$ cat config.mk
export PLATFORM = sky130hd
export DESIGN_NAME = bnn_layer_engine_flat
export DESIGN_NICKNAME = d
export VERILOG_FILES = /design/src/rtl/bnn_pkg.sv /design/src/rtl/bnn_layer_engine_if.sv /design/src/rtl/bnn_popcount.sv /design/src/rtl/bnn_layer_engine.sv /design/src/flat_wrapper.sv
export SDC_FILE = /design/constraint.sdc
export NUM_CORES = 1
export LEC_CHECK = 0
export CAP_MARGIN = 40
export CORE_MARGIN = 2
export CORE_UTILIZATION = 30
export CTS_CLUSTER_SIZE = 30
export DETAILED_ROUTE_END_ITERATION = 10
export SYNTH_ARGS = -nofsm -noshare
export SYNTH_HDL_FRONTEND = slang
export SYNTH_SLANG_ARGS = --single-unit
$ cat constraint.sdc
create_clock -name clk -period 12.5 [get_ports clk]
set_clock_uncertainty 0.2 [all_clocks]
set_input_delay 2.5 -clock clk [delete_from_list [all_inputs] [get_ports clk]]
set_output_delay 2.5 -clock clk [all_outputs]
set_load 0.01 [all_outputs]
$ cat src/rtl/bnn_pkg.sv
// Shared types and helpers for the binarised fully-connected layer engine.
// Contents: FSM state enum, default lane count, clog2 helper and the
// accumulator-width sanity function used at elaboration.
package bnn_pkg;

  typedef enum logic [2:0] {
    ST_IDLE,
    ST_FETCH,
    ST_DRAIN,
    ST_ACT,
    ST_WR,
    ST_DONE
  } state_e;

  localparam int unsigned LANES_DEF = 8;

  // Ceiling log2; clog2(1) = 0.
  function automatic int unsigned clog2(input int unsigned v);
    int unsigned r;
    r = 0;
    for (int i = 0; i < 32; i++) begin
      if ((64'd1 << i) < 64'(v)) r = 32'(i + 1);
    end
    return r;
  endfunction

  // The largest possible popcount sum must fit in the accumulator.
  function automatic bit acc_w_ok(input int unsigned cnt_len,
                                  input int unsigned lanes,
                                  input int unsigned acc_w);
    return (((64'd1 << cnt_len) - 64'd1) * 64'(lanes)) < (64'd1 << acc_w);
  endfunction

endpackage

$ cat src/rtl/bnn_layer_engine_if.sv
// Memory-side bus of the layer engine: weight read port, activation read
// port and activation write port.
// master: engine (drives strobes/addresses/write data, receives read data)
// slave : memories (return read data one cycle after the strobe)
interface bnn_layer_engine_if #(
  parameter int unsigned LANES      = 8,
  parameter int unsigned W_ADDR_LEN = 20,
  parameter int unsigned X_ADDR_LEN = 10
);
  logic                  w_rd_en;
  logic [W_ADDR_LEN-1:0] w_addr;
  logic [LANES-1:0]      w_rdata;
  logic                  x_rd_en;
  logic [X_ADDR_LEN-1:0] x_rd_addr;
  logic [LANES-1:0]      x_rdata;
  logic                  x_wr_en;
  logic [X_ADDR_LEN-1:0] x_wr_addr;
  logic [LANES-1:0]      x_wr_data;

  modport master (
    output w_rd_en, w_addr, x_rd_en, x_rd_addr, x_wr_en, x_wr_addr, x_wr_data,
    input  w_rdata, x_rdata
  );

  modport slave (
    input  w_rd_en, w_addr, x_rd_en, x_rd_addr, x_wr_en, x_wr_addr, x_wr_data,
    output w_rdata, x_rdata
  );
endinterface

$ cat src/rtl/bnn_popcount.sv
// Combinational population count of a LANES-bit vector.
// Ports: bits_i (LANES) in, count_c (clog2(LANES+1)) out.
module bnn_popcount
  import bnn_pkg::*;
#(
  parameter  int unsigned LANES = LANES_DEF,
  localparam int unsigned CNT_W = clog2(LANES + 1)
) (
  input  logic [LANES-1:0] bits_i,
  output logic [CNT_W-1:0] count_c
);

  always_comb begin
    count_c = '0;
    for (int i = 0; i < int'(LANES); i++) begin
      count_c = count_c + CNT_W'(bits_i[i]);
    end
  end

endmodule

$ cat src/rtl/bnn_layer_engine.sv
// One binarised fully-connected layer per start: streams weight/activation
// words, accumulates XNOR-popcount per neuron, applies sign activation
// (or a latched threshold when BNN_THRESH_EN is defined) and packs the
// result bits into activation-memory words.
// Ports: clk, rst (sync, active-high); start + latched config
// (n_in_words, n_out, w_base, x_in_base, x_out_base[, thresh]);
// busy/done status; mem = memory bus (master side).
// Optional macro: BNN_THRESH_EN adds the thresh input port.
module bnn_layer_engine
  import bnn_pkg::*;
#(
  parameter int unsigned LANES      = LANES_DEF,
  parameter int unsigned W_ADDR_LEN = 20,
  parameter int unsigned X_ADDR_LEN = 10,
  parameter int unsigned CNT_LEN    = 11,
  parameter int unsigned ACC_W      = 14
) (
  input  logic                  clk,
  input  logic                  rst,
  input  logic                  start,
  input  logic [CNT_LEN-1:0]    n_in_words,
  input  logic [CNT_LEN-1:0]    n_out,
  input  logic [W_ADDR_LEN-1:0] w_base,
  input  logic [X_ADDR_LEN-1:0] x_in_base,
  input  logic [X_ADDR_LEN-1:0] x_out_base,
`ifdef BNN_THRESH_EN
  input  logic [ACC_W-1:0]      thresh,
`endif
  output logic                  busy,
  output logic                  done,
  bnn_layer_engine_if.master    mem
);

  localparam int unsigned POP_W  = clog2(LANES + 1);
  localparam int unsigned LANE_W = (clog2(LANES) > 0) ? clog2(LANES) : 1;

  if (!acc_w_ok(CNT_LEN, LANES, ACC_W)) begin : g_acc_w_check
    $error("ACC_W too narrow for CNT_LEN and LANES");
  end

  state_e                state_q, state_d;
  logic [CNT_LEN-1:0]    n_in_q, n_in_d;
  logic [CNT_LEN-1:0]    n_out_q, n_out_d;
  logic [X_ADDR_LEN-1:0] x_in_base_q, x_in_base_d;
  logic [X_ADDR_LEN-1:0] x_out_base_q, x_out_base_d;
  logic [W_ADDR_LEN-1:0] w_ptr_q, w_ptr_d;
  logic [CNT_LEN-1:0]    neuron_q, neuron_d;
  logic [CNT_LEN-1:0]    word_q, word_d;
  logic [CNT_LEN-1:0]    out_word_q, out_word_d;
  logic [LANE_W-1:0]     lane_q, lane_d;
  logic [ACC_W-1:0]      acc_q, acc_d;
  logic [LANES-1:0]      pack_q, pack_d;
  logic                  rd_valid_q, rd_valid_d;
  logic                  busy_q, busy_d;
  logic                  done_q, done_d;
  logic                  w_rd_en_q, w_rd_en_d;
  logic [W_ADDR_LEN-1:0] w_addr_q, w_addr_d;
  logic                  x_rd_en_q, x_rd_en_d;
  logic [X_ADDR_LEN-1:0] x_rd_addr_q, x_rd_addr_d;
  logic                  x_wr_en_q, x_wr_en_d;
  logic [X_ADDR_LEN-1:0] x_wr_addr_q, x_wr_addr_d;
  logic [LANES-1:0]      x_wr_data_q, x_wr_data_d;
`ifdef BNN_THRESH_EN
  logic [ACC_W-1:0]      thresh_q, thresh_d;
`endif

  logic [POP_W-1:0]      pop_c;
  logic                  act_bit_c;
  logic                  last_neuron_c;
  logic                  fetch_start_c;
  logic [LANES-1:0]      pack_set_c;

  bnn_popcount #(.LANES(LANES)) u_popcount (
    .bits_i  (~(mem.w_rdata ^ mem.x_rdata)),
    .count_c (pop_c)
  );

  // Activation decision on the finished accumulator.
`ifdef BNN_THRESH_EN
  assign act_bit_c = (acc_q >= thresh_q);
`else
  // 2*acc >= n_in*LANES in ACC_W+1 bits; ties resolve to 1.
  assign act_bit_c = ({acc_q, 1'b0} >=
                      ((ACC_W + 1)'(n_in_q) * (ACC_W + 1)'(LANES)));
`endif

  assign last_neuron_c = (neuron_q == (n_out_q - CNT_LEN'(1)));

  always_comb begin
    pack_set_c         = pack_q;
    pack_set_c[lane_q] = act_bit_c;
  end

  // Next-state and registered-output logic.
  always_comb begin
    state_d       = state_q;
    n_in_d        = n_in_q;
    n_out_d       = n_out_q;
    x_in_base_d   = x_in_base_q;
    x_out_base_d  = x_out_base_q;
    w_ptr_d       = w_ptr_q;
    neuron_d      = neuron_q;
    word_d        = word_q;
    out_word_d    = out_word_q;
    lane_d        = lane_q;
    pack_d        = pack_q;
    w_addr_d      = w_addr_q;
    x_rd_addr_d   = x_rd_addr_q;
    x_wr_addr_d   = x_wr_addr_q;
    x_wr_data_d   = x_wr_data_q;
`ifdef BNN_THRESH_EN
    thresh_d      = thresh_q;
`endif
    w_rd_en_d     = 1'b0;
    x_rd_en_d     = 1'b0;
    x_wr_en_d     = 1'b0;
    fetch_start_c = 1'b0;
    // Data returns one cycle after each strobe.
    rd_valid_d    = w_rd_en_q;
    acc_d         = rd_valid_q ? (acc_q + ACC_W'(pop_c)) : acc_q;

    unique case (state_q)
      ST_IDLE: begin
        if (start) begin
          n_in_d       = n_in_words;
          n_out_d      = n_out;
          x_in_base_d  = x_in_base;
          x_out_base_d = x_out_base;
          w_ptr_d      = w_base;
`ifdef BNN_THRESH_EN
          thresh_d     = thresh;
`endif
          if ((n_in_words == '0) || (n_out == '0)) begin
            state_d = ST_DONE;
          end else begin
            neuron_d      = '0;
            out_word_d    = '0;
            lane_d        = '0;
            pack_d        = '0;
            acc_d         = '0;
            fetch_start_c = 1'b1;
          end
        end
      end
      ST_FETCH: begin
        // word_q counts reads already issued for this neuron.
        if (word_q == n_in_q) begin
          state_d = ST_DRAIN;
        end else begin
          w_rd_en_d   = 1'b1;
          x_rd_en_d   = 1'b1;
          w_addr_d    = w_ptr_q;
          w_ptr_d     = w_ptr_q + W_ADDR_LEN'(1);
          x_rd_addr_d = x_in_base_q + X_ADDR_LEN'(word_q);
          word_d      = word_q + CNT_LEN'(1);
        end
      end
      ST_DRAIN: begin
        state_d = ST_ACT;
      end
      ST_ACT: begin
        acc_d  = '0;
        pack_d = pack_set_c;
        if ((lane_q == LANE_W'(LANES - 1)) || last_neuron_c) begin
          state_d     = ST_WR;
          x_wr_en_d   = 1'b1;
          x_wr_addr_d = x_out_base_q + X_ADDR_LEN'(out_word_q);
          x_wr_data_d = pack_set_c;
        end else begin
          lane_d        = lane_q + LANE_W'(1);
          neuron_d      = neuron_q + CNT_LEN'(1);
          fetch_start_c = 1'b1;
        end
      end
      ST_WR: begin
        pack_d     = '0;
        lane_d     = '0;
        out_word_d = out_word_q + CNT_LEN'(1);
        if (last_neuron_c) begin
          state_d = ST_DONE;
        end else begin
          neuron_d      = neuron_q + CNT_LEN'(1);
          fetch_start_c = 1'b1;
        end
      end
      ST_DONE: begin
        state_d = ST_IDLE;
      end
      default: begin
        state_d = ST_IDLE;
      end
    endcase

    // First read of a neuron issues in the same cycle FETCH is entered.
    if (fetch_start_c) begin
      state_d     = ST_FETCH;
      w_rd_en_d   = 1'b1;
      x_rd_en_d   = 1'b1;
      w_addr_d    = w_ptr_d;
      w_ptr_d     = w_ptr_d + W_ADDR_LEN'(1);
      x_rd_addr_d = x_in_base_d;
      word_d      = CNT_LEN'(1);
    end

    busy_d = (state_d == ST_FETCH) || (state_d == ST_DRAIN) ||
             (state_d == ST_ACT)   || (state_d == ST_WR);
    done_d = (state_d == ST_DONE);
  end

  // State and output registers with synchronous reset.
  always_ff @(posedge clk) begin
    if (rst) begin
      state_q      <= ST_IDLE;
      n_in_q       <= '0;
      n_out_q      <= '0;
      x_in_base_q  <= '0;
      x_out_base_q <= '0;
      w_ptr_q      <= '0;
      neuron_q     <= '0;
      word_q       <= '0;
      out_word_q   <= '0;
      lane_q       <= '0;
      acc_q        <= '0;
      pack_q       <= '0;
      rd_valid_q   <= 1'b0;
      busy_q       <= 1'b0;
      done_q       <= 1'b0;
      w_rd_en_q    <= 1'b0;
      w_addr_q     <= '0;
      x_rd_en_q    <= 1'b0;
      x_rd_addr_q  <= '0;
      x_wr_en_q    <= 1'b0;
      x_wr_addr_q  <= '0;
      x_wr_data_q  <= '0;
`ifdef BNN_THRESH_EN
      thresh_q     <= '0;
`endif
    end else begin
      state_q      <= state_d;
      n_in_q       <= n_in_d;
      n_out_q      <= n_out_d;
      x_in_base_q  <= x_in_base_d;
      x_out_base_q <= x_out_base_d;
      w_ptr_q      <= w_ptr_d;
      neuron_q     <= neuron_d;
      word_q       <= word_d;
      out_word_q   <= out_word_d;
      lane_q       <= lane_d;
      acc_q        <= acc_d;
      pack_q       <= pack_d;
      rd_valid_q   <= rd_valid_d;
      busy_q       <= busy_d;
      done_q       <= done_d;
      w_rd_en_q    <= w_rd_en_d;
      w_addr_q     <= w_addr_d;
      x_rd_en_q    <= x_rd_en_d;
      x_rd_addr_q  <= x_rd_addr_d;
      x_wr_en_q    <= x_wr_en_d;
      x_wr_addr_q  <= x_wr_addr_d;
      x_wr_data_q  <= x_wr_data_d;
`ifdef BNN_THRESH_EN
      thresh_q     <= thresh_d;
`endif
    end
  end

  assign busy          = busy_q;
  assign done          = done_q;
  assign mem.w_rd_en   = w_rd_en_q;
  assign mem.w_addr    = w_addr_q;
  assign mem.x_rd_en   = x_rd_en_q;
  assign mem.x_rd_addr = x_rd_addr_q;
  assign mem.x_wr_en   = x_wr_en_q;
  assign mem.x_wr_addr = x_wr_addr_q;
  assign mem.x_wr_data = x_wr_data_q;

endmodule

$ cat src/flat_wrapper.sv
// flat-port wrapper written by rule: the top's interface ports become plain ports
module bnn_layer_engine_flat import bnn_pkg::*;
#(
  parameter int unsigned LANES      = LANES_DEF,
  parameter int unsigned W_ADDR_LEN = 20,
  parameter int unsigned X_ADDR_LEN = 10,
  parameter int unsigned CNT_LEN    = 11,
  parameter int unsigned ACC_W      = 14
)
  (clk, rst, start, n_in_words, n_out, w_base, x_in_base, x_out_base, busy, done, mem_w_rd_en, mem_w_addr, mem_x_rd_en, mem_x_rd_addr, mem_x_wr_en, mem_x_wr_addr, mem_x_wr_data, mem_w_rdata, mem_x_rdata);
  bnn_layer_engine_if #(.LANES(LANES), .W_ADDR_LEN(W_ADDR_LEN), .X_ADDR_LEN(X_ADDR_LEN)) mem_i ();
  input  logic clk;
  input  logic rst;
  input  logic start;
  input  logic [CNT_LEN-1:0] n_in_words;
  input  logic [CNT_LEN-1:0] n_out;
  input  logic [W_ADDR_LEN-1:0] w_base;
  input  logic [X_ADDR_LEN-1:0] x_in_base;
  input  logic [X_ADDR_LEN-1:0] x_out_base;
  output logic busy;
  output logic done;
  output wire logic [$bits(mem_i.w_rd_en)-1:0] mem_w_rd_en;
  output wire logic [$bits(mem_i.w_addr)-1:0] mem_w_addr;
  output wire logic [$bits(mem_i.x_rd_en)-1:0] mem_x_rd_en;
  output wire logic [$bits(mem_i.x_rd_addr)-1:0] mem_x_rd_addr;
  output wire logic [$bits(mem_i.x_wr_en)-1:0] mem_x_wr_en;
  output wire logic [$bits(mem_i.x_wr_addr)-1:0] mem_x_wr_addr;
  output wire logic [$bits(mem_i.x_wr_data)-1:0] mem_x_wr_data;
  input wire logic [$bits(mem_i.w_rdata)-1:0] mem_w_rdata;
  input wire logic [$bits(mem_i.x_rdata)-1:0] mem_x_rdata;
  assign mem_w_rd_en = mem_i.w_rd_en;
  assign mem_w_addr = mem_i.w_addr;
  assign mem_x_rd_en = mem_i.x_rd_en;
  assign mem_x_rd_addr = mem_i.x_rd_addr;
  assign mem_x_wr_en = mem_i.x_wr_en;
  assign mem_x_wr_addr = mem_i.x_wr_addr;
  assign mem_x_wr_data = mem_i.x_wr_data;
  assign mem_i.w_rdata = mem_w_rdata;
  assign mem_i.x_rdata = mem_x_rdata;
  bnn_layer_engine #(.LANES(LANES), .W_ADDR_LEN(W_ADDR_LEN), .X_ADDR_LEN(X_ADDR_LEN), .CNT_LEN(CNT_LEN), .ACC_W(ACC_W)) u_core (.clk(clk), .rst(rst), .start(start), .n_in_words(n_in_words), .n_out(n_out), .w_base(w_base), .x_in_base(x_in_base), .x_out_base(x_out_base), .busy(busy), .done(done), .mem(mem_i));
endmodule
# After elaboration in Yosys (flattened, before gate mapping)
# Cells that the tools add are included.
[word_totals] ff_bits=176 latch_bits=0 mem_bits_rw=0 romBits=0 inputBits=81 out_inout_bits=53 wordCells=136 mem_count=0
[classes] add_sub_neg=17 multipliers=0 div=0 order_cmp=3 n_eq_ne=17 shifts=0 n_mux=51 n_bitwise=4 reduce_logical=22
[ops] op="20-bit two-way mux" n=6
[ops] op="10-bit two-way mux" n=5
[ops] op="11-bit two-way mux" n=4
[ops] op="14-bit two-way mux" n=3
[ops] op="20-bit by 1-bit adder with 20-bit output, second input constant" n=2
[ops] op="20-bit one-hot mux with 2 select lines" n=1
[ops] op="11-bit by 1-bit adder with 11-bit output, second input constant" n=3
[ops] op="11-bit one-hot mux with 3 select lines" n=1
[ops] op="14-bit one-hot mux with 2 select lines" n=1
[ops] op="3-bit two-way mux" n=9
[ops] op="8-bit one-hot mux with 3 select lines" n=1
[ops] op="11-bit equality test" n=2
[ops] op="11-bit logical NOT" n=2
[ops] op="11-bit one-hot mux with 2 select lines" n=1
[ops] op="10-bit adder" n=2
[ops] op="4-bit by 1-bit adder with 4-bit output" n=4
[ops] op="8-bit two-way mux" n=2
[ops] op="15-bit by 14-bit >= comparator with 1-bit output" n=1
[ops] op="3-bit one-hot mux with 5 select lines" n=1
[ops] op="14-bit by 4-bit adder with 14-bit output" n=1
[ops] op="3-bit by 2-bit equality test with 1-bit output, second input constant" n=4
[ops] op="3-bit equality test, second input constant" n=4
[ops] op="1-bit two-way mux" n=12
[ops] op="11-bit by 1-bit subtractor with 11-bit output, second input constant" n=1
[ops] op="26 further kinds" n=41

# Longest topological paths before layout
# Gate-level depths: netlist (run 1).
[depth] word_depth=14 ltp_mapped=15 ltp_nobuf=15

# By module
# A second synthesis (run 1) with hierarchy kept.
[hier_totals] cells_unflattened=1274 hier_area_um2=10113.4
[modules_own_cells] mod="bnn_layer_engine" instances=1 cells_per_inst=1253 area_each_um2=9934.5 seq_area_each_um2=3503.4
[modules_own_cells] mod="bnn_popcount" instances=1 cells_per_inst=21 area_each_um2=178.9 seq_area_each_um2=0.0

# Worst setup path before layout (run 1)
# OpenSTA, ideal clock, no wires.
[synth_timing] kind="input port to flip-flop" startpoint="input mem_x_rdata[0]" endpoint="register u_core.acc_q[10]" setup_ns=0.071 t_arrival_ns=5.977 required_ns=12.229 setup_slack_ns=6.252 stages=12 path_buffers=0 path_cell_list="xor2_1 -> fa_1 -> fa_1 -> fa_1 -> fa_1 -> fa_1 -> nor2b_1 -> o21a_1 -> o21a_1 -> nand3_1 -> or3_1 -> a21oi_1"
[synth_via] elab_chain_cells=14
[synth_rtl] item="start, declared" line_no="flat_wrapper.sv:30" source="input wire logic [$bits(mem_i.x_rdata)-1:0] mem_x_rdata;"
[synth_rtl] item="8-bit bitwise XOR (*)" line_no="bnn_layer_engine.sv:74" source=".bits_i (~(mem.w_rdata ^ mem.x_rdata)),"
[synth_rtl] item="8-bit inverter (*)" line_no="bnn_layer_engine.sv:74"
[synth_rtl] item="1-bit by 1-bit adder with 2-bit output (*)" line_no="bnn_popcount.sv:16" source="count_c = count_c + CNT_W'(bits_i[i]);"
[synth_rtl] item="2-bit by 1-bit adder with 3-bit output (*)" line_no="bnn_popcount.sv:16"
[synth_rtl] item="3-bit by 1-bit adder with 4-bit output (*)" line_no="bnn_popcount.sv:16"
[synth_rtl] item="4-bit by 1-bit adder with 4-bit output (*) (4 in series)" line_no="bnn_popcount.sv:16"
[synth_rtl] item="14-bit by 4-bit adder with 14-bit output (*)" line_no="bnn_layer_engine.sv:120" source="acc_d = rd_valid_q ? (acc_q + ACC_W'(pop_c)) : acc_q;"
[synth_rtl] item="14-bit two-way mux (*)" line_no="bnn_layer_engine.sv:120"
[synth_rtl] item="14-bit two-way mux" line_no="bnn_layer_engine.sv:133" source="if ((n_in_words == '0) || (n_out == '0)) begin"
[synth_rtl] item="14-bit two-way mux" line_no="bnn_layer_engine.sv:124" source="if (start) begin"
[synth_rtl] item="14-bit one-hot mux with 2 select lines (*)" line_no="bnn_layer_engine.sv:122" source="unique case (state_q)"
[synth_rtl] item="end signal, assigned" line_no="bnn_layer_engine.sv:223" source="acc_q <= '0;"
[synth_rtl] item="end signal, assigned" line_no="bnn_layer_engine.sv:249" source="acc_q <= acc_d;"
[synth_rtl] item="end, declared" line_no="bnn_layer_engine.sv:51" source="logic [ACC_W-1:0] acc_q, acc_d;"
# Mark *: on every way between the ends. The rest lies on a longest branch, timed or not.
# A chain may end at the register's enable or synchronous reset.

# Worst setup path after layout (run 1)
[layout_timing] startpoint="input mem_w_rdata[1]" endpoint="register u_core.acc_q[10]"
[layout_via] elab_chain_cells=14
[layout_rtl] item="start, declared" line_no="flat_wrapper.sv:29" source="input wire logic [$bits(mem_i.w_rdata)-1:0] mem_w_rdata;"
[layout_rtl] item="8-bit bitwise XOR (*)" line_no="bnn_layer_engine.sv:74"
[layout_rtl] item="8-bit inverter (*)" line_no="bnn_layer_engine.sv:74"
[layout_rtl] item="1-bit by 1-bit adder with 2-bit output (*)" line_no="bnn_popcount.sv:16"
[layout_rtl] item="2-bit by 1-bit adder with 3-bit output (*)" line_no="bnn_popcount.sv:16"
[layout_rtl] item="3-bit by 1-bit adder with 4-bit output (*)" line_no="bnn_popcount.sv:16"
[layout_rtl] item="4-bit by 1-bit adder with 4-bit output (*) (4 in series)" line_no="bnn_popcount.sv:16"
[layout_rtl] item="14-bit by 4-bit adder with 14-bit output (*)" line_no="bnn_layer_engine.sv:120"
[layout_rtl] item="14-bit two-way mux (*)" line_no="bnn_layer_engine.sv:120"
[layout_rtl] item="14-bit two-way mux" line_no="bnn_layer_engine.sv:133"
[layout_rtl] item="14-bit two-way mux" line_no="bnn_layer_engine.sv:124"
[layout_rtl] item="14-bit one-hot mux with 2 select lines (*)" line_no="bnn_layer_engine.sv:122"
# Marks and branches as above.

==> results of run 1 <==
[layout make-up]
| cell class | instances | area (um^2) | share of cell area (%) |
|---|---|---|---|
| Clock buffer | 17 | 425.4 | 3.458 |
| Timing Repair Buffer | 143 | 1424 | 11.58 |
| Sequential cell | 175 | 3503 | 28.48 |
| Multi-Input combinational cell | 978 | 6095 | 49.55 |
| Clock inverter | 15 | 142.6 | 1.160 |
| Tap cell | 442 | 553.0 | 4.496 |
| Inverter | 42 | 157.7 | 1.282 |
[per-layer routing]
layer  vias up  track usage (%)
met1      4246            21.18
met3        38            3.077
met5         -                0
met4         0            5.678
li1       4632                -
met2       218            27.48
[power by group through the flow]
stage	Clock, mW	Combinational [mW]	Sequential (mW)
floorplan	0	0.311	0.653
global placement	0	0.451	0.662
detailed placement	0	0.460	0.663
CTS	0.545	0.463	0.650
global route	0.566	0.513	0.658
finish	0.528	0.459	0.651
[synthesized netlist by cell type (7+ instances only)]
library cell / count
sky130_fd_sc_hd__nand2_1: 182
sky130_fd_sc_hd__dfxtp_1: 175
sky130_fd_sc_hd__nor2_1: 136
sky130_fd_sc_hd__a21oi_1: 135
sky130_fd_sc_hd__clkbuf_1: 51
sky130_fd_sc_hd__xor2_1: 45
sky130_fd_sc_hd__ha_1: 43
sky130_fd_sc_hd__nand3_1: 42
sky130_fd_sc_hd__o21ai_0: 42
sky130_fd_sc_hd__inv_1: 41
sky130_fd_sc_hd__xnor2_1: 38
sky130_fd_sc_hd__nor3_1: 28
sky130_fd_sc_hd__a22oi_1: 21
sky130_fd_sc_hd__mux2i_1: 19
sky130_fd_sc_hd__nand4_1: 18
sky130_fd_sc_hd__and3_1: 17
sky130_fd_sc_hd__nor2b_1: 14
sky130_fd_sc_hd__or3_1: 13
sky130_fd_sc_hd__nor4_1: 12
sky130_fd_sc_hd__o21a_1: 12
sky130_fd_sc_hd__a31oi_1: 11
sky130_fd_sc_hd__o22ai_1: 11
sky130_fd_sc_hd__nand2b_1: 9
sky130_fd_sc_hd__buf_2: 8
sky130_fd_sc_hd__nor3b_1: 8
sky130_fd_sc_hd__a21o_1: 7
sky130_fd_sc_hd__fa_1: 7
[cells in the final DEF, fill, tap and decap left out, drive strengths merged, types with 8 or more instances in the layout]
cell           Yosys  routed
or3               13      13
dfxtp            175     175
mux2i             19      19
ha                43      43
clkdlybuf4s50      0     132
nand2            182     182
xor2              45      45
o21a              12      12
nor3b             10      10
and4               8       8
xnor2             42      42
nor4              13      13
and3              17      17
a22oi             21      21
o22ai             11      11
a21oi            135     135
nor2b             14      14
nor2             139     139
a31oi             11      11
nand2b             9       9
clkbuf            51      17
inv               41      51
nor3              30      30
o21ai             45      45
nand3             45      45
nand4             19      19
buf               17      11
[kinds of logic after synthesis]
family,share of synthesized area (%)
and+or+nand+nor,25.30
AOI/OAI and AO/OA,18.65
DFF,34.93
buffers and inverters,4.442
xor gates and xnor gates,7.898
adders and majority gates,6.762
muxes,2.009
[flip-flops by register name, summed over array words and instances (netlist names)]
name                  cells
u_core.done               1
u_core.word_q            11
u_core.mem.w_addr        20
u_core.acc_q             14
u_core.n_out_q           11
u_core.n_in_q            11
u_core.pack_q             8
u_core.mem.x_wr_data      8
u_core.state_q            3
u_core.rd_valid_q         1
u_core.w_ptr_q           20
u_core.mem.w_rd_en        1
u_core.mem.x_wr_addr     10
u_core.x_out_base_q      10
u_core.busy               1
u_core.lane_q             3
u_core.x_in_base_q       10
u_core.mem.x_wr_en        1
u_core.neuron_q          11
u_core.mem.x_rd_addr     10
u_core.out_word_q        10
[worst max-delay path, cell delays in order]
cell	delay [ns]
sky130_fd_sc_hd__clkdlybuf4s50_1	0.47
sky130_fd_sc_hd__xor2_1	0.19
sky130_fd_sc_hd__fa_1	0.46
sky130_fd_sc_hd__fa_1	0.50
sky130_fd_sc_hd__fa_1	0.52
sky130_fd_sc_hd__fa_1	0.48
sky130_fd_sc_hd__fa_1	0.41
sky130_fd_sc_hd__nor2b_1	0.13
sky130_fd_sc_hd__o21a_1	0.11
sky130_fd_sc_hd__o21a_1	0.16
sky130_fd_sc_hd__nand3_1	0.17
sky130_fd_sc_hd__or3_1	0.35
sky130_fd_sc_hd__a21oi_1	0.14
[worst paths after layout]
path / startpoint / endpoint / slack [ns] / depth (start not counted)
worst min register to register: u_core.mem.w_addr[9] / u_core.mem.w_addr[9] / 0.25 / 2
worst max register to register: u_core.state_q[2] / u_core.w_ptr_q[16] / 8.51 / 8
worst min-delay path: u_core.mem.w_addr[9] / u_core.mem.w_addr[9] / 0.25 / 2
worst max-delay path: mem_w_rdata[1] / u_core.acc_q[10] / 6.07 / 13
==> metrics list, run 1 <==
* Outcome: completed
- Power, Total: 1.638 mW
- Across every metal layer, demand over resource in global routing totals 16.42%.
- Setup violations remaining at the end of the flow were counted as 0.
- Area growth from synthesis to layout: 22.66%
- Post-CTS Resized: 0
* CTS clock-pin slew for the worst setup and hold paths: 0.08 ns
- Top routing layer in use: met4
- The tree is rooted in a sky130_fd_sc_hd__clkbuf_16.
- From bottom edge to top edge, the die measures 186.8 um.
* Power density over the cells: 133.1 nW/um^2
* Clock buffer count from CTS: 17
- In this run, post-CTS hold repair placed 0 buffers.
* Critical Path Start Type: primary input
- Excluding fillers, the count of instances in the completed layout stands at 1812.
- Initial DRC Count: 589
* Worst slew pin tran: 0.8763 ns
- The count of pins over their slew limit came to 0.
- Smallest setup slack after layout: 6.074 ns
- After synthesis, the largest area contributor takes up 34.93% of total cell area.
- The number of global-route vias before repair came to 8899.
- Clock tree from TritonCTS: built
- Number of instances in the synthesized netlist: 1263
* Maximum operating frequency: 155.6 MHz
* Number of antenna violations at the first check in global routing: 0
- Placed cell area: 11730 um^2
- Register bit count reported by yosys: 175
- Layout Cell Area excl Fill: 12300 um^2
- Number of enable-type register cells in the synthesized netlist: 0
- Summed over all layers, the routed wires come to 28330 um.
- Net Switching: 0.5805 mW
- Clock tree sinks: 175
* Effective utilization at floorplan: 30.67%
- VDD IR max: 0.1007 mV
- Of all cell types, the one taking the most synthesized area is sky130_fd_sc_hd__dfxtp_1.
- Die X: 186.8 um
- Post-placement cell count: 1780
- Hold Slack: 0.2527 ns
- In this run the deepest clock path goes through 2 buffers.
- Sequential element share of the synthesized area: 34.93%
- Max-cap check violation count: 0
- Total of buffers placed on input and output ports: 133
- Post-Synthesis Net Count: 1394
* Vias/cell: 5.041
* Unrepaired setup endpoints after global routing: no
* Type of element capturing the critical path: flop
- In the synthesized netlist the async set-or-reset flop fraction comes to 0%.
- Hold WC Path Type: flop to flop
- Pre-CTS worst setup slack: 5.573 ns
* Number of nets in the final layout: 1488
- The filler cells instantiated in the layout total 3424.
- The HPWL after detailed placement is 20220 um.
* Core region area: 32700 um^2
- Synthesis warning total: 0
* Layout cells sized above 1: 6.058%
* Routed metal-1 wirelength: 13220 um
- After detailed routing, the number of remaining DRC violations is 0.
- At the end of routability-driven placement, the weighted congestion stood at 0.8288.
* I/O Pins: 134
- Number of standard-cell rows in the floorplan: 66
* Static leakage power: 4.458 nW
- # diodes: 0
- Top_reg_cell synth: sky130_fd_sc_hd__dfxtp_1
- Internal Pwr Total: 1.057 mW
- At the later pin of the worst-skew pair, clock insertion delay measures 0.45 ns.
- Wire length per cell after detailed routing: 15.63 um
- In this run the mean area of a mapped cell was 7.940 um^2.
- Detailed routing placed a total of 13100 um of wire on met2.
- Once detail routing completed, the nets flagged for antenna violations numbered 0.
- Setup TNS: 0 ns
- The critical path is of the primary input to flop type.
* Post-layout util: 37.61%
* Number of H-tree levels: 4
- Net switching share of the total power: 35.45%
* Headroom to the max-slew limit: 41.58%
- Netlist cell types: 87
* Final min period: 6.426 ns
* Grt ovf: 0
- Along the worst path, the maximum fanout reaches 5.
* Met3 WL post-DR: 1359 um
* Final count of hold timing violations: 0
- Before antenna repair, the detailed router went through 5 iterations.
- Data arrives at the worst endpoint at 6.60 ns.
* Share of total power in sequential cells: 39.7%
- Part of the power in combinational logic: 28.0%
- STA puts the critical path data required time at 12.67 ns.
- Final worst path period share: 51.41%
- Vias post-DR: 9134
* Most area-consuming cells after synthesis: sky130_fd_sc_hd__dfxtp_1 (35%), sky130_fd_sc_hd__nand2_1 (6.8%), sky130_fd_sc_hd__a21oi_1 (6.7%), sky130_fd_sc_hd__ha_1 (5.4%), sky130_fd_sc_hd__nor2_1 (5.1%)
- Full die area: 34910 um^2
- In this run, the clock network consumes 32.2% of the power.
* Setup bufs post-CTS: 0
* Cell Area, Synth: 10030 um^2
* Global-route wire length before repair: 46580 um
- Largest net degree at the start of global routing: 56
No activity file was read; power rests on OpenSTA's default activity.
==> inputs of run 2 (changes only) <==
- clock period: 12.5 -> 6.53 ns (I/O delays scaled with it)
==> run 2 against run 1 <==
Setup slack got worse by 4.8 ns; non-clock buffer count up 4; die area did not move; cell count increased by 0.22%; first-iteration DRC count up 14%; final area barely moved; routed wire length barely moved; register-to-register slack got worse by 6.0 ns; sequential share of layout area barely moved; clock power increased by 91%.
==> metrics list, run 2 (synthesis results as in run 1) <==
- Outcome: completed
* Core region area: 32700 um^2 (unchanged)
- Final count of hold timing violations: 0 (unchanged)
* Number of standard cells in the layout, taps in and fillers out: 1816 (+0.22%)
- Final-layout fill cell count: 3434 (+0.29%)
* Highest-count cells in the layout ignoring fill and taps: sky130_fd_sc_hd__nand2_1 (182), sky130_fd_sc_hd__dfxtp_1 (175), sky130_fd_sc_hd__nor2_1 (135), sky130_fd_sc_hd__a21oi_1 (135), sky130_fd_sc_hd__clkdlybuf4s50_1 (132)
- The vertical die dimension was 186.8 um (unchanged).
- The worst setup path is launched from a primary input.
* Clock tree from TritonCTS: built
- Req. time, crit path: 6.70 ns (-5.97 ns)
- Buffers from clock root to sink, at most: 2 (unchanged)
- Number of H-tree levels: 4 (unchanged)
- The average routed wire per standard cell is 15.61 um (-0.15%).
- Effective utilization at floorplan: 30.67% (unchanged)
- The proportion of layout cells with a drive suffix above 1 came to 6.259% (+0.20 points).
* Unrepaired setup endpoints after global routing: no
- The total leakage power came to 4.469 nW (+0.26%).
* Crit Path Class: primary input to flop
* Clock latency on the worst-skew pair: 0.45 ns (about the same)
- Initial DRC Count: 673 (+14%)
* VDD IR max: 0.1792 mV (+78%)
* Post-placement cell count: 1784 (+0.22%)
- The HPWL reported at the end of detailed placement was 20490 um (+1.3%).
- Leaving out fill and tap cells, the most frequent cell in the layout is sky130_fd_sc_hd__nand2_1.
* Max-cap check violation count: 0 (unchanged)
- The post-cts gate resize count came to 0 (unchanged).
- Number of iterations in the first detailed-routing pass: 6 (+1)
- Remaining routing DRC violations: 0 (unchanged)
- The total placed instance area is 11740 um^2 (about the same).
- The global-route wire length before repair is 46490 um (-0.18%).
- Root Driver: sky130_fd_sc_hd__clkbuf_16
* Signal arrival time at the worst endpoint: 5.40 ns (-1.20 ns)
- Static timing analysis puts the maximum clock frequency at 191.2 MHz.
- CTS clock-pin slew for the worst setup and hold paths: 0.08 ns (about the same)
- Area growth from synthesis to layout: 22.67% (about the same)
- The chip width was 186.8 um (unchanged).
- Worst Hold Path Cells: 2 (unchanged)
- The TritonCTS buffer count was 17 (unchanged).
* Setup TNS: 0 ns (unchanged)
* Largest net degree at the start of global routing: 59 (+5.4%)
- Setup bufs post-CTS: 0 (unchanged)
- The number of vias per cell after detailed routing came to 5.090 (+0.98%).
- Grt ovf: 0 (unchanged)
* Setup violators final: 0 (unchanged)
* Layout Cell Area excl Fill: 12300 um^2 (about the same)
- Total detailed-routing wirelength: 28350 um (about the same)
- Vias in the first global route: 8845 (-0.61%)
* Type of element capturing the critical path: flop
- The number of placement rows came to 66 (unchanged).
* # diodes: 0 (unchanged)
- The final-stage net count came to 1492 (+0.27%).
* Clock tree sinks: 175 (unchanged)
- Post-layout util: 37.62% (about the same)
* Pins over their slew limit: 0 (unchanged)
- The number of buffers inserted by port buffering was 133 (unchanged).
* Worst slew pin tran: 0.8725 ns (-0.003770 ns)
- Maximum fanout along the worst path: 5 (unchanged)
- The final critical path takes up 80.11% of the cycle.
- The number of cell instances on the worst register-to-register path is 11 (+3).
- Hold Slack: 0.2515 ns (-0.001269 ns)
- Global placement routability congestion: 0.8198 (-1.1%)
* Vias post-DR: 9244 (+1.2%)
* Global routing usage summed across all routing layers: 16.35% (-0.068 points)
- Full die area: 34910 um^2 (unchanged)
- The worst slew slack as a fraction of its limit is 41.83% (+0.25 points).
* Power density over the cells: 255.4 nW/um^2 (+92%)
* Number of nets still failing antenna checks after routing: 0 (unchanged)
* Number of antenna violations at the first check in global routing: 0 (unchanged)
- Number of buffers added to fix hold violations after cts: 0 (unchanged)
- Final min period: 5.231 ns
- In this run the worst hold path is classified as flop to flop.
* I/O Pins: 134 (unchanged)
==> run 2: cell count changes in the layout (fill, tap and decap cells not counted) <==
cell,delta
sky130_fd_sc_hd__inv_8,+1
sky130_fd_sc_hd__buf_4,+5
sky130_fd_sc_hd__nand3_1,+1
sky130_fd_sc_hd__clkinvlp_4,-1
sky130_fd_sc_hd__buf_16,-1
sky130_fd_sc_hd__clkinv_4,+1
sky130_fd_sc_hd__nand3_2,-1
sky130_fd_sc_hd__clkinv_8,-1
==> run 2: worst max-delay path, stage by stage <==
cell and delay (ns):
sky130_fd_sc_hd__clkdlybuf4s50_1 0.47, sky130_fd_sc_hd__xor2_1 0.20, sky130_fd_sc_hd__fa_1 0.46, sky130_fd_sc_hd__fa_1 0.49, sky130_fd_sc_hd__fa_1 0.52, sky130_fd_sc_hd__fa_1 0.48
sky130_fd_sc_hd__fa_1 0.42, sky130_fd_sc_hd__nor2b_1 0.13, sky130_fd_sc_hd__o21a_1 0.11, sky130_fd_sc_hd__o21a_1 0.16, sky130_fd_sc_hd__nand3_1 0.17, sky130_fd_sc_hd__or3_1 0.34
sky130_fd_sc_hd__a21oi_1 0.14
==> run 2: worst paths after layout <==
path,slack (ns),to,start
setup / recovery,1.30,u_core.acc_q[12],mem_w_rdata[1]
hold / removal,0.25,u_core.mem.w_addr[9],u_core.mem.w_addr[9]
setup reg to reg,2.50,u_core.mem.x_wr_data[1],u_core.n_out_q[0]
hold reg to reg,0.25,u_core.mem.w_addr[9],u_core.mem.w_addr[9]
==> run 2: routing by layer <==
layer,part of all wire (%),wire length (um),GRT usage (%),up-vias
met5,0,0,0,-
li1,-,-,-,4639
met2,47,13220,27.48,274
met1,46,12990,21.36,4292
met3,5.8,1645,3.321,39
met4,1.7,495,4.274,0
==> run 2: report_power, final <==
part	internal, mW	switching (mW)	total, mW	leakage, nW
Sequential	1.15	0.0928	1.24	1.43
Combinational	0.369	0.519	0.889	2.76
Clock	0.508	0.500	1.01	0.279
==> run 2: final cells by class <==
class	instances	area, um^2	share of cell area, %
multi-input cells	978	6090	49.50
flip-flops and latches	175	3503	28.48
repair buffers	147	1434	11.66
well taps	442	553.0	4.496
clock buffers	17	425.4	3.458
inverters	42	157.7	1.282
clock inverters	15	138.9	1.129
==> run 2: metrics by stage <==
step / power (mW) / setup WS (ns)
finish: 3.141 / 1.299
global route: 3.326 / 1.008
global placement: 2.142 / 0.8729
floorplan: 1.846 / 1.476
detailed placement: 2.160 / 0.7975
CTS: 3.176 / 1.273
==> RTL change 1 (config.mk and constraints of run 2) <==
Re-encode `state_e` (6 states) as one-hot, 6 bits wide.
--- a/src/rtl/bnn_pkg.sv
+++ b/src/rtl/bnn_pkg.sv
@@ -3,13 +3,13 @@
 // accumulator-width sanity function used at elaboration.
 package bnn_pkg;
 
-  typedef enum logic [2:0] {
-    ST_IDLE,
-    ST_FETCH,
-    ST_DRAIN,
-    ST_ACT,
-    ST_WR,
-    ST_DONE
+  typedef enum logic [5:0] {
+    ST_IDLE  = 6'b000001,
+    ST_FETCH = 6'b000010,
+    ST_DRAIN = 6'b000100,
+    ST_ACT   = 6'b001000,
+    ST_WR    = 6'b010000,
+    ST_DONE  = 6'b100000
   } state_e;
 
   localparam int unsigned LANES_DEF = 8;
Function: same outputs for any inputs over 4 cycles, from zero or initial values and one cycle with rst high; so few cycles prove little.
==> RTL change 1 against run 2 <==
Die area down 1.5%. Worst setup slack better by 6.2 ps. First-iteration DRC count down 11%. Combinational power down 34%. Count of clock-buffer cells in the layout up 2. Design area down 0.92%. Wire length down 3.9%. Power down 11%. Sequential cell count up 3. Hold slack better by 2.2 ps. Area after synthesis down 1.5%. Cell count down 3.1%.
==> RTL change 1: results (changes against run 2) <==
Vias/cell=5.06 (was 5.09); Post-layout nets=1436 (was 1492); Vias=8896 (was 9244); Synth Net Count=1332 (was 1394); 1st-iter DRT viols=599 (was 673); first-pass GRT wire length=44100 µm (was 46500 µm); clock buffer depth=2 (unchanged); share of cells above drive strength 1=5.85% (was 6.26%); worst slew pin tran=1000 ps (was 873 ps); Cell Area, Placed=0.0116 mm² (was 0.0117 mm²); maximum vdd drop=0.188 mV (was 0.179 mV); crit path max fanout=3 (was 5); Final Routed Wirelength=27300 µm (was 28300 µm); top cells by count, synth=dfxtp_1 (178), nand2_1 (163), nor2_1 (126) (was nand2_1 (182), dfxtp_1 (175), nor2_1 (136)); vias in the first global route=8575 (was 8845); Synth area leaders=dfxtp_1 (36%), nand2_1 (6.2%), a21oi_1 (5.6%) (was dfxtp_1 (35%), nand2_1 (6.8%), a21oi_1 (6.7%)); status=finished, final reports clean (unchanged); DRT Pass-1 Iters=5 (was 6); LEAKAGE=4.51 nW (was 4.47 nW); P_sw=0.867 mW (was 1.11 mW); port buffer count=133 (unchanged); initial antenna violation count=1 (was 0); DP Wirelength=19800 µm (was 20500 µm); Seq/Total Area, Yosys=36.1% (was 34.9%); pin count of the biggest net entering global routing=76 (was 59); Place WS=844 ps (was 798 ps); CP max stage delay=530 ps; synthesized area per cell=8.22 µm² (was 7.94 µm²); Total Routing Usage GR=16.1% (was 16.4%); Setup Fix Bufs, Post-CTS=0 (unchanged); worst skew pair latency=430 ps (was 450 ps); GPL Wtd Cong=0.843 (was 0.820)
[RTL change 1: cells by family after synthesis]
group	share of synthesized area (%)
and+or+nand+nor	23.3
DFF	36.1
adders and majority gates	6.87
buffers and inverters	4.10
xor gates and xnor gates	8.07
muxes	3.20
AOI/OAI and AO/OA	18.4
[RTL change 1: worst min-delay path, cell delays in order (launching register included)]
cell and delay [ps]:
dfxtp_1 310, nand2_1 50, a21oi_1 50
[RTL change 1: path summary, 6_finish.rpt]
path                                       startpoint                     to  slack [ps]  depth (start not counted)
worst max-delay path                   mem_w_rdata[3]       u_core.acc_q[10]        1310                         17
worst min-delay path            u_core.mem.w_addr[17]  u_core.mem.w_addr[17]         250                          2
worst max register to register      u_core.n_out_q[0]     u_core.w_ptr_q[14]        2510                         12
worst min register to register  u_core.mem.w_addr[17]  u_core.mem.w_addr[17]         250                          2
[RTL change 1: per-layer routing]
layer / track usage (%) / vias to the layer above / wire, µm
met1: 20.8 / 4171 / 12500
li1: - / 4458 / -
met4: 4.76 / 0 / 488
met5: 0 / - / 0
met2: 27.1 / 235 / 12800
met3: 3.19 / 32 / 1510
[RTL change 1: power by group through the flow]
stage | clock, mW | sequential (mW) | combinational, mW
final | 1.02 | 1.20 | 0.584
after floorplan | 0 | 1.21 | 0.387
after global placement | 0 | 1.22 | 0.569
after CTS | 1.05 | 1.20 | 0.588
after global routing | 1.09 | 1.20 | 0.652
after detailed placement | 0 | 1.22 | 0.586
[RTL change 1: final cells by class]
| type | instances | area, µm² |
|---|---|---|
| fillers | 3335 | 20300 |
| multi-input cells | 924 | 5920 |
| flip-flops and latches | 178 | 3560 |
| repair buffers | 144 | 1440 |
| well taps | 442 | 553 |
| clock buffers | 19 | 443 |
| inverters | 40 | 150 |
| clock inverters | 12 | 123 |
==> RTL change 2 (config.mk and constraints of run 2) <==
Made on the original files. `W_ADDR_LEN` is set to 20 in 3 places; all go to 24.
--- a/src/rtl/bnn_layer_engine_if.sv
+++ b/src/rtl/bnn_layer_engine_if.sv
@@ -4,7 +4,7 @@
 // slave : memories (return read data one cycle after the strobe)
 interface bnn_layer_engine_if #(
   parameter int unsigned LANES      = 8,
-  parameter int unsigned W_ADDR_LEN = 20,
+  parameter int unsigned W_ADDR_LEN = 24,
   parameter int unsigned X_ADDR_LEN = 10
 );
   logic                  w_rd_en;
--- a/src/rtl/bnn_layer_engine.sv
+++ b/src/rtl/bnn_layer_engine.sv
@@ -10,7 +10,7 @@
   import bnn_pkg::*;
 #(
   parameter int unsigned LANES      = LANES_DEF,
-  parameter int unsigned W_ADDR_LEN = 20,
+  parameter int unsigned W_ADDR_LEN = 24,
   parameter int unsigned X_ADDR_LEN = 10,
   parameter int unsigned CNT_LEN    = 11,
   parameter int unsigned ACC_W      = 14
--- a/src/flat_wrapper.sv
+++ b/src/flat_wrapper.sv
@@ -2,7 +2,7 @@
 module bnn_layer_engine_flat import bnn_pkg::*;
 #(
   parameter int unsigned LANES      = LANES_DEF,
-  parameter int unsigned W_ADDR_LEN = 20,
+  parameter int unsigned W_ADDR_LEN = 24,
   parameter int unsigned X_ADDR_LEN = 10,
   parameter int unsigned CNT_LEN    = 11,
   parameter int unsigned ACC_W      = 14
Ports: changed (resized mem_w_addr and w_base); port bits go from 134 to 142. The function was not compared with the original's and may differ.
==> RTL change 2 against run 2 <==
Wire length up 8.5%. Non-clock buffer count grew 17. Worst setup slack got worse by 37 ps. Power increased by 2.4%. Area after synthesis is 6.3% higher. Core utilization down 0.56 points. Sequential power rose by 4%. Die area up 6.1%. Hold slack better by 3.3 ps. Design area grew 6.4%. Sequential cell count is 8 higher. Clock power grew 7%. Fmax shrank 0.71%.
==> RTL change 2: results (changes against run 2) <==
initial antenna violation count=0 (unchanged); DP Wirelength=22000 µm (was 20500 µm); status=finished, final reports clean (unchanged); fraction of the mapped netlist area in compound gates=19.4% (was 18.7%); top cells by count, synth=dfxtp_1 (183), nor2_1 (178), nand2_1 (177) (was nand2_1 (182), dfxtp_1 (175), nor2_1 (136)); Internal=2.15 mW (was 2.03 mW); post-synth cell types=83 (was 87); Total Routing Usage GR=17.0% (was 16.4%); Synth Net Count=1490 (was 1394); first-pass GRT wire length=50100 µm (was 46500 µm); n_diodes=0 (unchanged); Place WS=785 ps (was 798 ps); vias in the first global route=9716 (was 8845); share of cells above drive strength 1=5.95% (was 6.26%); crit path max fanout=3 (was 5); Worst EP arrival=5390 ps (was 5400 ps); mux cell area share after synthesis=2.92% (was 2.01%); CP max stage delay=510 ps; Routed WL per cell=16.0 µm (was 15.6 µm); XOR/XNOR Fraction of Synth Area=7.56% (was 7.90%); Synth area leaders=dfxtp_1 (34%), nor2_1 (6.3%), nand2_1 (6.2%) (was dfxtp_1 (35%), nand2_1 (6.8%), a21oi_1 (6.7%)); DRT Pass-1 Iters=5 (was 6); pin count of the biggest net entering global routing=74 (was 59); Post-layout nets=1585 (was 1492); LEAKAGE=4.88 nW (was 4.47 nW); 1st-iter DRT viols=589 (was 673); Synth Area in Adders=6.36% (was 6.76%); Top FF cell, synth=dfxtp_1 (unchanged); clock buffer depth=2 (unchanged); Seq/Total Area, Yosys=34.4% (was 34.9%); Worst Hold Class=reg -> reg (unchanged); GPL Wtd Cong=0.864 (was 0.820); Vias/cell=5.14 (was 5.09); port buffer count=141 (was 133); maximum vdd drop=0.215 mV (was 0.179 mV); worst slew pin tran=851 ps (was 873 ps)
==> RTL change 2: changes by cell type after synthesis, moves of 8 or more <==
cell / delta
clkbuf_1: +24
nand4_1: +9
nor2_1: +42
nand3_1: -11
a21oi_1: -14
dfxtp_1: +8
xor2_1: +16
mux2i_1: +11
a2bb2oi_1: +12
a22oi_1: +9
==> RTL change 2: metrics by stage <==
stage	hold WS (ps)	cell area (µm²)	instances
final	255	13100	1924
after detailed placement	246	12500	1892
after global placement	244	12500	1889
after global routing	273	13100	1924
after CTS	256	13100	1924
after floorplan	240	10700	1355
==> RTL change 2: routing by layer <==
layer	part of all wire, %	up-vias	GRT usage [%]
li1	-	4973	-
met1	46	4640	21.4
met2	47	228	28.9
met3	4.0	42	3.07
met4	2.6	0	6.55
met5	0	-	0
==> RTL change 2: logic make-up after synthesis <==
group | after synthesis
compound gates | 319
mux | 31
xor+xnor | 92
fa+ha+maj | 50
buf+inv | 126
simple gates | 554
flops | 183
==> RTL change 2: path summary, 6_finish.rpt <==
check / startpoint / end / slack (ps) / cells past startpoint
max: mem_w_rdata[1] / u_core.acc_q[10] / 1260 / 16
min: u_core.mem.w_addr[21] / u_core.mem.w_addr[21] / 250 / 2
max reg2reg: u_core.word_q[0] / u_core.w_ptr_q[22] / 2170 / 10
min reg2reg: u_core.mem.w_addr[21] / u_core.mem.w_addr[21] / 250 / 2
==> RTL change 2: layout make-up <==
| class | instances | area, µm² |
|---|---|---|
| Inverter | 38 | 143 |
| Clock buffer | 18 | 439 |
| Fill cell | 3598 | 22200 |
| Timing Repair Buffer | 164 | 1590 |
| Tap cell | 461 | 577 |
| Sequential cell | 183 | 3660 |
| Clock inverter | 14 | 163 |
| Multi-Input combinational cell | 1046 | 6510 |
==> RTL change 2: power groups by stage <==
stage	sequential, mW	clock (mW)	combinational (mW)
floorplan	1.29	0	0.557
global placement	1.32	0	0.826
detailed placement	1.31	0	0.852
CTS	1.29	1.10	0.854
global route	1.30	1.15	0.949
finish	1.29	1.08	0.851
==> RTL change 2: worst register-to-register path, cell delays in order, from the launching register on <==
cell and delay, ps:
dfxtp_1 540, xor2_1 130, nor4_2 370, buf_4 250
and3_1 690, o221a_4 310, nand2_2 80, or4_1 750
or3_4 500, or3_1 320, a21oi_1 140
